--- config.mk ---
export PLATFORM = sky130hd
export DESIGN_NAME = counter_axi_lite_slave
export DESIGN_NICKNAME = d
export VERILOG_FILES = /design/src/rtl/counter_axi_lite_slave.sv
export SDC_FILE = /design/constraint.sdc
export NUM_CORES = 1
export LEC_CHECK = 0
export BUFFER_PORTS_ARGS = -buffer_cell sky130_fd_sc_hd__buf_2
export CAP_MARGIN = 20
export CORE_MARGIN = 4
export CORE_UTILIZATION = 49
export CTS_BUF_LIST = sky130_fd_sc_hd__clkbuf_4 sky130_fd_sc_hd__clkbuf_8
export DETAILED_ROUTE_END_ITERATION = 7
export GPL_TIMING_DRIVEN = 0
export HOLD_SLACK_MARGIN = 0.15
export MAX_ROUTING_LAYER = met4
export PLACE_DENSITY = 0.87
export SLEW_MARGIN = 10
export SYNTH_ARGS = -nofsm -noshare
export SYNTH_HDL_FRONTEND = slang
export SYNTH_SLANG_ARGS = --single-unit
--- constraint.sdc ---
create_clock -name clk -period 4.2 [get_ports clk]
set_input_delay 1.26 -clock clk [delete_from_list [all_inputs] [get_ports clk]]
set_output_delay 1.26 -clock clk [all_outputs]
set_load 0.005 [all_outputs]
--- src/rtl/counter_axi_lite_slave.sv ---
// -----------------------------------------------------------------------------
// counter_axi_lite_slave
//
// AXI4-Lite responder that lets the PS control and observe the free-running
// counter core. The PS writes enable / clear / switch-override fields and
// reads back the live counter value, the LED state and a scratch register.
//
// Register map (byte address, bits [1:0] ignored):
//   0x0 CTRL    RW  bit0 enable, bit1 clear (write-1 pulse, reads 0),
//                   bits[7:4] switch override, other bits read 0
//   0x4 COUNT   RO  counter_in zero-extended (writes accepted, no effect)
//   0x8 LED     RO  bits[3:0] led_in
//   0xC SCRATCH RW  32-bit general purpose
//
// Ports:
//   clk, rst                 clock, asynchronous active-high reset
//   s_aw* / s_w* / s_b*      AXI4-Lite write address / data / response
//   s_ar* / s_r*             AXI4-Lite read address / data
//   counter_in, led_in       status from the counter core
//   cnt_enable, cnt_clear,   control to the counter core (cnt_clear is a
//   sw_out                   single-cycle pulse the cycle after the write)
//
// Configuration macro:
//   COUNTER_AXI_WSTRB_EN  when defined, writes honour s_wstrb per byte;
//                         otherwise s_wstrb is ignored and whole words are
//                         written.
//
// Only one transaction per channel is ever outstanding. Ready outputs are
// registered so that every handshake-related output is low during reset.
// -----------------------------------------------------------------------------
module counter_axi_lite_slave #(
   parameter int ADDR_WIDTH  = 4,
   parameter int DATA_WIDTH  = 32,
   parameter int COUNT_WIDTH = 32
) (
   input  logic                      clk,
   input  logic                      rst,
   // write address channel
   input  logic [ADDR_WIDTH-1:0]     s_awaddr,
   input  logic                      s_awvalid,
   output logic                      s_awready,
   // write data channel
   input  logic [DATA_WIDTH-1:0]     s_wdata,
   input  logic [DATA_WIDTH/8-1:0]   s_wstrb,
   input  logic                      s_wvalid,
   output logic                      s_wready,
   // write response channel
   output logic [1:0]                s_bresp,
   output logic                      s_bvalid,
   input  logic                      s_bready,
   // read address channel
   input  logic [ADDR_WIDTH-1:0]     s_araddr,
   input  logic                      s_arvalid,
   output logic                      s_arready,
   // read data channel
   output logic [DATA_WIDTH-1:0]     s_rdata,
   output logic [1:0]                s_rresp,
   output logic                      s_rvalid,
   input  logic                      s_rready,
   // counter core side
   input  logic [COUNT_WIDTH-1:0]    counter_in,
   input  logic [3:0]                led_in,
   output logic                      cnt_enable,
   output logic                      cnt_clear,
   output logic [3:0]                sw_out
);

   localparam int         NBYTES       = DATA_WIDTH / 8;
   localparam logic [1:0] ADDR_CTRL    = 2'd0;
   localparam logic [1:0] ADDR_COUNT   = 2'd1;
   localparam logic [1:0] ADDR_LED     = 2'd2;
   localparam logic [1:0] ADDR_SCRATCH = 2'd3;
   localparam logic [1:0] RESP_OKAY    = 2'b00;

   typedef enum logic {W_IDLE, W_RESP} w_state_t;
   typedef enum logic {R_IDLE, R_DATA} r_state_t;

   // ---------------------------------------------------------------------
   // State
   // ---------------------------------------------------------------------
   w_state_t                w_state_q, w_state_d;
   logic                    awready_q, awready_d;
   logic                    wready_q, wready_d;
   logic                    bvalid_q, bvalid_d;
   logic                    aw_held_q, aw_held_d;
   logic                    w_held_q, w_held_d;
   logic [1:0]              awsel_q, awsel_d;
   logic [DATA_WIDTH-1:0]   wdata_q, wdata_d;
   logic [NBYTES-1:0]       wstrb_q, wstrb_d;

   logic                    enable_q, enable_d;
   logic                    clear_q, clear_d;
   logic [3:0]              sw_q, sw_d;
   logic [DATA_WIDTH-1:0]   scratch_q, scratch_d;

   r_state_t                r_state_q, r_state_d;
   logic                    arready_q, arready_d;
   logic                    rvalid_q, rvalid_d;
   logic [DATA_WIDTH-1:0]   rdata_q, rdata_d;

   // ---------------------------------------------------------------------
   // Register read views (shared by the read mux and the strobe merge)
   // ---------------------------------------------------------------------
   logic [DATA_WIDTH-1:0]   ctrl_view;
   logic [DATA_WIDTH-1:0]   count_view;
   logic [DATA_WIDTH-1:0]   led_view;

   always_comb begin
      // clear is a pulse and always reads back as 0
      ctrl_view      = '0;
      ctrl_view[0]   = enable_q;
      ctrl_view[7:4] = sw_q;

      count_view                  = '0;
      count_view[COUNT_WIDTH-1:0] = counter_in;

      led_view       = '0;
      led_view[3:0]  = led_in;
   end

   // ---------------------------------------------------------------------
   // Write path
   // ---------------------------------------------------------------------
   logic                    aw_hs;
   logic                    w_hs;
   logic                    have_aw;
   logic                    have_w;
   logic                    commit;
   logic [1:0]              cur_awsel;
   logic [DATA_WIDTH-1:0]   cur_wdata;
   logic [NBYTES-1:0]       cur_wstrb;
   logic [DATA_WIDTH-1:0]   merged_word;

   assign aw_hs     = s_awvalid & awready_q;
   assign w_hs      = s_wvalid & wready_q;
   assign have_aw   = aw_held_q | aw_hs;
   assign have_w    = w_held_q | w_hs;
   // The write commits on the edge where both halves are available, whether
   // they arrived on earlier cycles (held) or are handshaking right now.
   assign commit    = (w_state_q == W_IDLE) & have_aw & have_w;
   assign cur_awsel = aw_held_q ? awsel_q : s_awaddr[3:2];
   assign cur_wdata = w_held_q  ? wdata_q : s_wdata;
   assign cur_wstrb = w_held_q  ? wstrb_q : s_wstrb;

`ifdef COUNTER_AXI_WSTRB_EN
   logic [DATA_WIDTH-1:0]   old_word;

   // Only CTRL and SCRATCH are writable; merging against the CTRL view keeps
   // the clear bit at 0 when byte 0 is not strobed.
   assign old_word = (cur_awsel == ADDR_CTRL) ? ctrl_view : scratch_q;

   for (genvar gi = 0; gi < NBYTES; gi++) begin : g_strb_merge
      assign merged_word[gi*8 +: 8] = cur_wstrb[gi] ? cur_wdata[gi*8 +: 8]
                                                    : old_word[gi*8 +: 8];
   end
`else
   assign merged_word = cur_wdata;
`endif

   // Address LSBs are byte offsets within a word; strobes only matter when
   // the per-byte write option is built in.
   logic unused_ok;
   assign unused_ok = ^{s_awaddr[1:0], s_araddr[1:0], cur_wstrb};

   // Register file update
   always_comb begin
      enable_d  = enable_q;
      sw_d      = sw_q;
      scratch_d = scratch_q;
      clear_d   = 1'b0;
      if (commit) begin
         case (cur_awsel)
            ADDR_CTRL: begin
               enable_d = merged_word[0];
               sw_d     = merged_word[7:4];
               clear_d  = merged_word[1];
            end
            ADDR_SCRATCH: begin
               scratch_d = merged_word;
            end
            default: ; // COUNT and LED are read-only
         endcase
      end
   end

   // Write FSM
   always_comb begin
      w_state_d = w_state_q;
      awready_d = awready_q;
      wready_d  = wready_q;
      bvalid_d  = bvalid_q;
      aw_held_d = aw_held_q;
      w_held_d  = w_held_q;
      awsel_d   = awsel_q;
      wdata_d   = wdata_q;
      wstrb_d   = wstrb_q;
      case (w_state_q)
         W_IDLE: begin
            if (aw_hs) begin
               aw_held_d = 1'b1;
               awsel_d   = s_awaddr[3:2];
            end
            if (w_hs) begin
               w_held_d = 1'b1;
               wdata_d  = s_wdata;
               wstrb_d  = s_wstrb;
            end
            // each channel stays ready until its half has been captured
            awready_d = ~have_aw;
            wready_d  = ~have_w;
            if (commit) begin
               aw_held_d = 1'b0;
               w_held_d  = 1'b0;
               awready_d = 1'b0;
               wready_d  = 1'b0;
               bvalid_d  = 1'b1;
               w_state_d = W_RESP;
            end
         end
         W_RESP: begin
            if (s_bready) begin
               bvalid_d  = 1'b0;
               awready_d = 1'b1;
               wready_d  = 1'b1;
               w_state_d = W_IDLE;
            end
         end
         default: begin
            w_state_d = W_IDLE;
         end
      endcase
   end

   // ---------------------------------------------------------------------
   // Read path
   // ---------------------------------------------------------------------
   logic                    ar_hs;
   logic [DATA_WIDTH-1:0]   rd_word;

   assign ar_hs = s_arvalid & arready_q;

   // Reads use the registered (pre-write) values, so a read and write to the
   // same register on the same edge returns the old contents.
   always_comb begin
      case (s_araddr[3:2])
         ADDR_CTRL:  rd_word = ctrl_view;
         ADDR_COUNT: rd_word = count_view;
         ADDR_LED:   rd_word = led_view;
         default:    rd_word = scratch_q;
      endcase
   end

   always_comb begin
      r_state_d = r_state_q;
      arready_d = arready_q;
      rvalid_d  = rvalid_q;
      rdata_d   = rdata_q;
      case (r_state_q)
         R_IDLE: begin
            if (ar_hs) begin
               rdata_d   = rd_word;
               rvalid_d  = 1'b1;
               arready_d = 1'b0;
               r_state_d = R_DATA;
            end else begin
               arready_d = 1'b1;
            end
         end
         R_DATA: begin
            if (s_rready) begin
               rvalid_d  = 1'b0;
               arready_d = 1'b1;
               r_state_d = R_IDLE;
            end
         end
         default: begin
            r_state_d = R_IDLE;
         end
      endcase
   end

   // ---------------------------------------------------------------------
   // Sequential state
   // ---------------------------------------------------------------------
   always_ff @(posedge clk or posedge rst) begin
      if (rst) begin
         w_state_q <= W_IDLE;
         awready_q <= 1'b0;
         wready_q  <= 1'b0;
         bvalid_q  <= 1'b0;
         aw_held_q <= 1'b0;
         w_held_q  <= 1'b0;
         awsel_q   <= 2'd0;
         wdata_q   <= '0;
         wstrb_q   <= '0;
         enable_q  <= 1'b0;
         clear_q   <= 1'b0;
         sw_q      <= 4'h0;
         scratch_q <= '0;
         r_state_q <= R_IDLE;
         arready_q <= 1'b0;
         rvalid_q  <= 1'b0;
         rdata_q   <= '0;
      end else begin
         w_state_q <= w_state_d;
         awready_q <= awready_d;
         wready_q  <= wready_d;
         bvalid_q  <= bvalid_d;
         aw_held_q <= aw_held_d;
         w_held_q  <= w_held_d;
         awsel_q   <= awsel_d;
         wdata_q   <= wdata_d;
         wstrb_q   <= wstrb_d;
         enable_q  <= enable_d;
         clear_q   <= clear_d;
         sw_q      <= sw_d;
         scratch_q <= scratch_d;
         r_state_q <= r_state_d;
         arready_q <= arready_d;
         rvalid_q  <= rvalid_d;
         rdata_q   <= rdata_d;
      end
   end

   // ---------------------------------------------------------------------
   // Outputs
   // ---------------------------------------------------------------------
   assign s_awready  = awready_q;
   assign s_wready   = wready_q;
   assign s_bvalid   = bvalid_q;
   assign s_bresp    = RESP_OKAY;
   assign s_arready  = arready_q;
   assign s_rvalid   = rvalid_q;
   assign s_rdata    = rdata_q;
   assign s_rresp    = RESP_OKAY;
   assign cnt_enable = enable_q;
   assign cnt_clear  = clear_q;
   assign sw_out     = sw_q;

endmodule

==> run metrics <==
fmax=389 MHz; met3 Track Usage GR=5.21%; Reg clk slew, reported paths=0.06 ns; gr usage total=21.6%; Die W=111 um; largest net degree at the start of global routing=40; Initial Utilization=50.1%; pwr/cell area=711 mW/mm^2; H-tree depth=4; Post-CTS Setup Repair Bufs=0; outcome=finished, final reports clean; n_diodes=0; core box area=0.0103 sq mm; min-delay src=s_rdata[2]$_DFFE_PP0P_; cell area after synthesis=0.00515 sq mm; EDFF count, synth=0; Post-DRT Antenna Nets=0; final WL=12,400 um; row count=37; Worst Hold End=s_rdata[2]$_DFFE_PP0P_; Post-CTS Resized=0; syn_area_per_cell=13.4 sq um; register area share after synthesis=54.9%; Hold Path Class=flip-flop to flip-flop; Critical Path AT=2.87 ns; share of cells above drive strength 1=50.6%; top cell type's share of synthesized area=54.9%; Tcrit/Tclk final=61.3%; Setup crit end kind=flip-flop; grt ovf=0; met1 usage=25.9%; # hold bufs at CTS=0; drt pass-1 iters=4; max-cap violation count=0; worst reg2reg endpoint=scratch_q[18]$_DFFE_PP0P_; grt peak-use layer=met2; Lkg Pwr=3.10 nW; Area contributors post-synth=dfrtp_1, mux2_2, mux2i_1; dpl hpwl=9200 um; measured slew at the worst slew-check pin=0.716 ns; # DRC=0; CTS root buffer=clkbuf_8; Yosys cell types=30; critical setup path kind=input port to flip-flop; RePlAce Congestion=0.798; relative slew slack=52.3%; IO buf count=119; number of global-route vias before repair=4,091; met2 Usage GRT=35.6%; ys flop type=dfrtp_1; # setup viols final=0; Initial DRC Count=142; share of flip-flops with an asynchronous set or reset=100%; # nets final=616; RSZ-0062 raised after global routing=false; routed vias=3,662; Setup crit start kind=input port; WP data required=4.49 ns; wire length per cell=18.4 um; number of clock sinks=113; yosys warns=0; IO Count=134; synth cell count leaders=dfrtp_1, mux2_2, nor2_1, mux2i_1, a22o_1; Post-Synthesis Cells=385; Die H=111 um; largest area contributor in the netlist=dfrtp_1; routed vias/inst=5.41; clk_lat worst skew=0.41 ns; largest vdd supply drop=354 uV; WHS Path Cells=2; die footprint=0.0122 sq mm; Num CTS Buffers=17; Fin. Hold Viols=0; fillers=803; antenna violations before repair=0; setup slack, reg-to-reg=1.98 ns; Max clock buf depth=2; post-synthesis register bit count=113; crit-path max FO=6; RR Startpoint=w_held_q$_DFFE_PP0P_; CTS tree=yes; worst r2r path cells=5; first-pass GRT wire length=20,500 um; Area Growth Syn to Fin=25.5%; Final min period=2.57 ns; setup_tns=0 ns; Place WS=1.19 ns; final slew viol count=0; min setup slack post-route=1.63 ns; leading cell type by number of instances after synthesis=dfrtp_1; clk_skew=0.0137 ns
final cells by class:
| type | instances | area [sq um] | share of cell area, % |
|---|---|---|---|
| Sequential cell | 113 | 2830 | 43.7 |
| Multi-Input combinational cell | 241 | 2180 | 33.8 |
| Timing Repair Buffer | 122 | 663 | 10.3 |
| Clock buffer | 21 | 283 | 4.37 |
| Clock inverter | 10 | 181 | 2.81 |
| Tap cell | 136 | 170 | 2.63 |
| Buffer | 30 | 135 | 2.09 |
| Inverter | 4 | 18.8 | 0.290 |
worst max path at each step:
| stage | start | to | slack (ns) | depth (start not counted) |
|---|---|---|---|---|
| global placement | rst | wdata_q[6]$_DFFE_PP0P_ | 0.91 | 2 |
| global route | s_araddr[2] | s_rdata[16]$_DFFE_PP0P_ | 1.54 | 4 |
| floorplan | s_awaddr[3] | cnt_enable$_DFFE_PP0P_ | 1.50 | 3 |
| finish | s_awaddr[3] | cnt_enable$_DFFE_PP0P_ | 1.63 | 4 |
| detailed placement | s_awaddr[3] | cnt_enable$_DFFE_PP0P_ | 1.19 | 4 |
| CTS | s_awaddr[3] | cnt_enable$_DFFE_PP0P_ | 1.63 | 4 |
through the flow:
| stage | area [sq um] | hold WS [ns] | instances | util [%] | total power [W] |
|---|---|---|---|---|---|
| after detailed placement | 6000 | 0.482 | 646 | 58.4 | 0.00343 |
| after CTS | 6460 | 0.501 | 677 | 62.9 | 0.00462 |
| after global routing | 6460 | 0.516 | 677 | 62.9 | 0.00486 |
| after floorplan | 5170 | 0.458 | 388 | - | 0.00288 |
| final | 6460 | 0.496 | 677 | 62.9 | 0.00459 |
| after global placement | 5930 | 0.463 | 643 | 57.7 | 0.00331 |
kinds of logic (layout without fill, tap and decap cells):
logic type / after synthesis / after routing / synth area share, %
buf+inv: 34 / 187 / 2.91
mux: 136 / 136 / 29.6
flops: 113 / 113 / 54.9
compound gates: 48 / 48 / 7.89
other cells: 1 / 4 / 0.0728
simple gates: 53 / 53 / 4.59
layer usage:
layer	wire, um	vias to the layer above
met5	0	-
met4	225	0
met3	586	25
met2	6290	122
met1	5330	1847
li1	-	1668
state kept, by name, summed over array words and instances (netlist names):
signal	count
awsel_q	2
cnt_enable	1
s_bvalid	1
r_state_q	1
aw_held_q	1
s_awready	1
w_state_q	1
cnt_clear	1
s_wready	1
s_arready	1
scratch_q	32
s_rdata	32
wdata_q	32
w_held_q	1
sw_out	4
s_rvalid	1
power breakdown:
part | internal (W) | leakage [nW] | switching [W]
sequential | 0.00161 | 1.39 | 0.000295
clock | 0.000756 | 0.235 | 0.000431
combinational | 0.000841 | 1.47 | 0.000656
layout by cell type (no fill, tap or decap), types with 4 or more instances in the layout:
cell type	instances
o21ai_0	8
bufinv_16	5
mux2_2	100
clkbuf_1	19
conb_1	4
mux2i_1	28
mux2_4	5
buf_2	125
a2bb2oi_1	4
nand3b_1	4
nor2_1	30
clkbuf_8	20
a22o_1	24
nand2_1	12
a21oi_1	4
buf_4	4
dfrtp_1	113
critical path: stages:
cell and delay, ns:
buf_2 0.11, or3_1 0.41, a2111oi_4 0.73, mux2_4 0.35
Power figures use the tool's default switching activity.
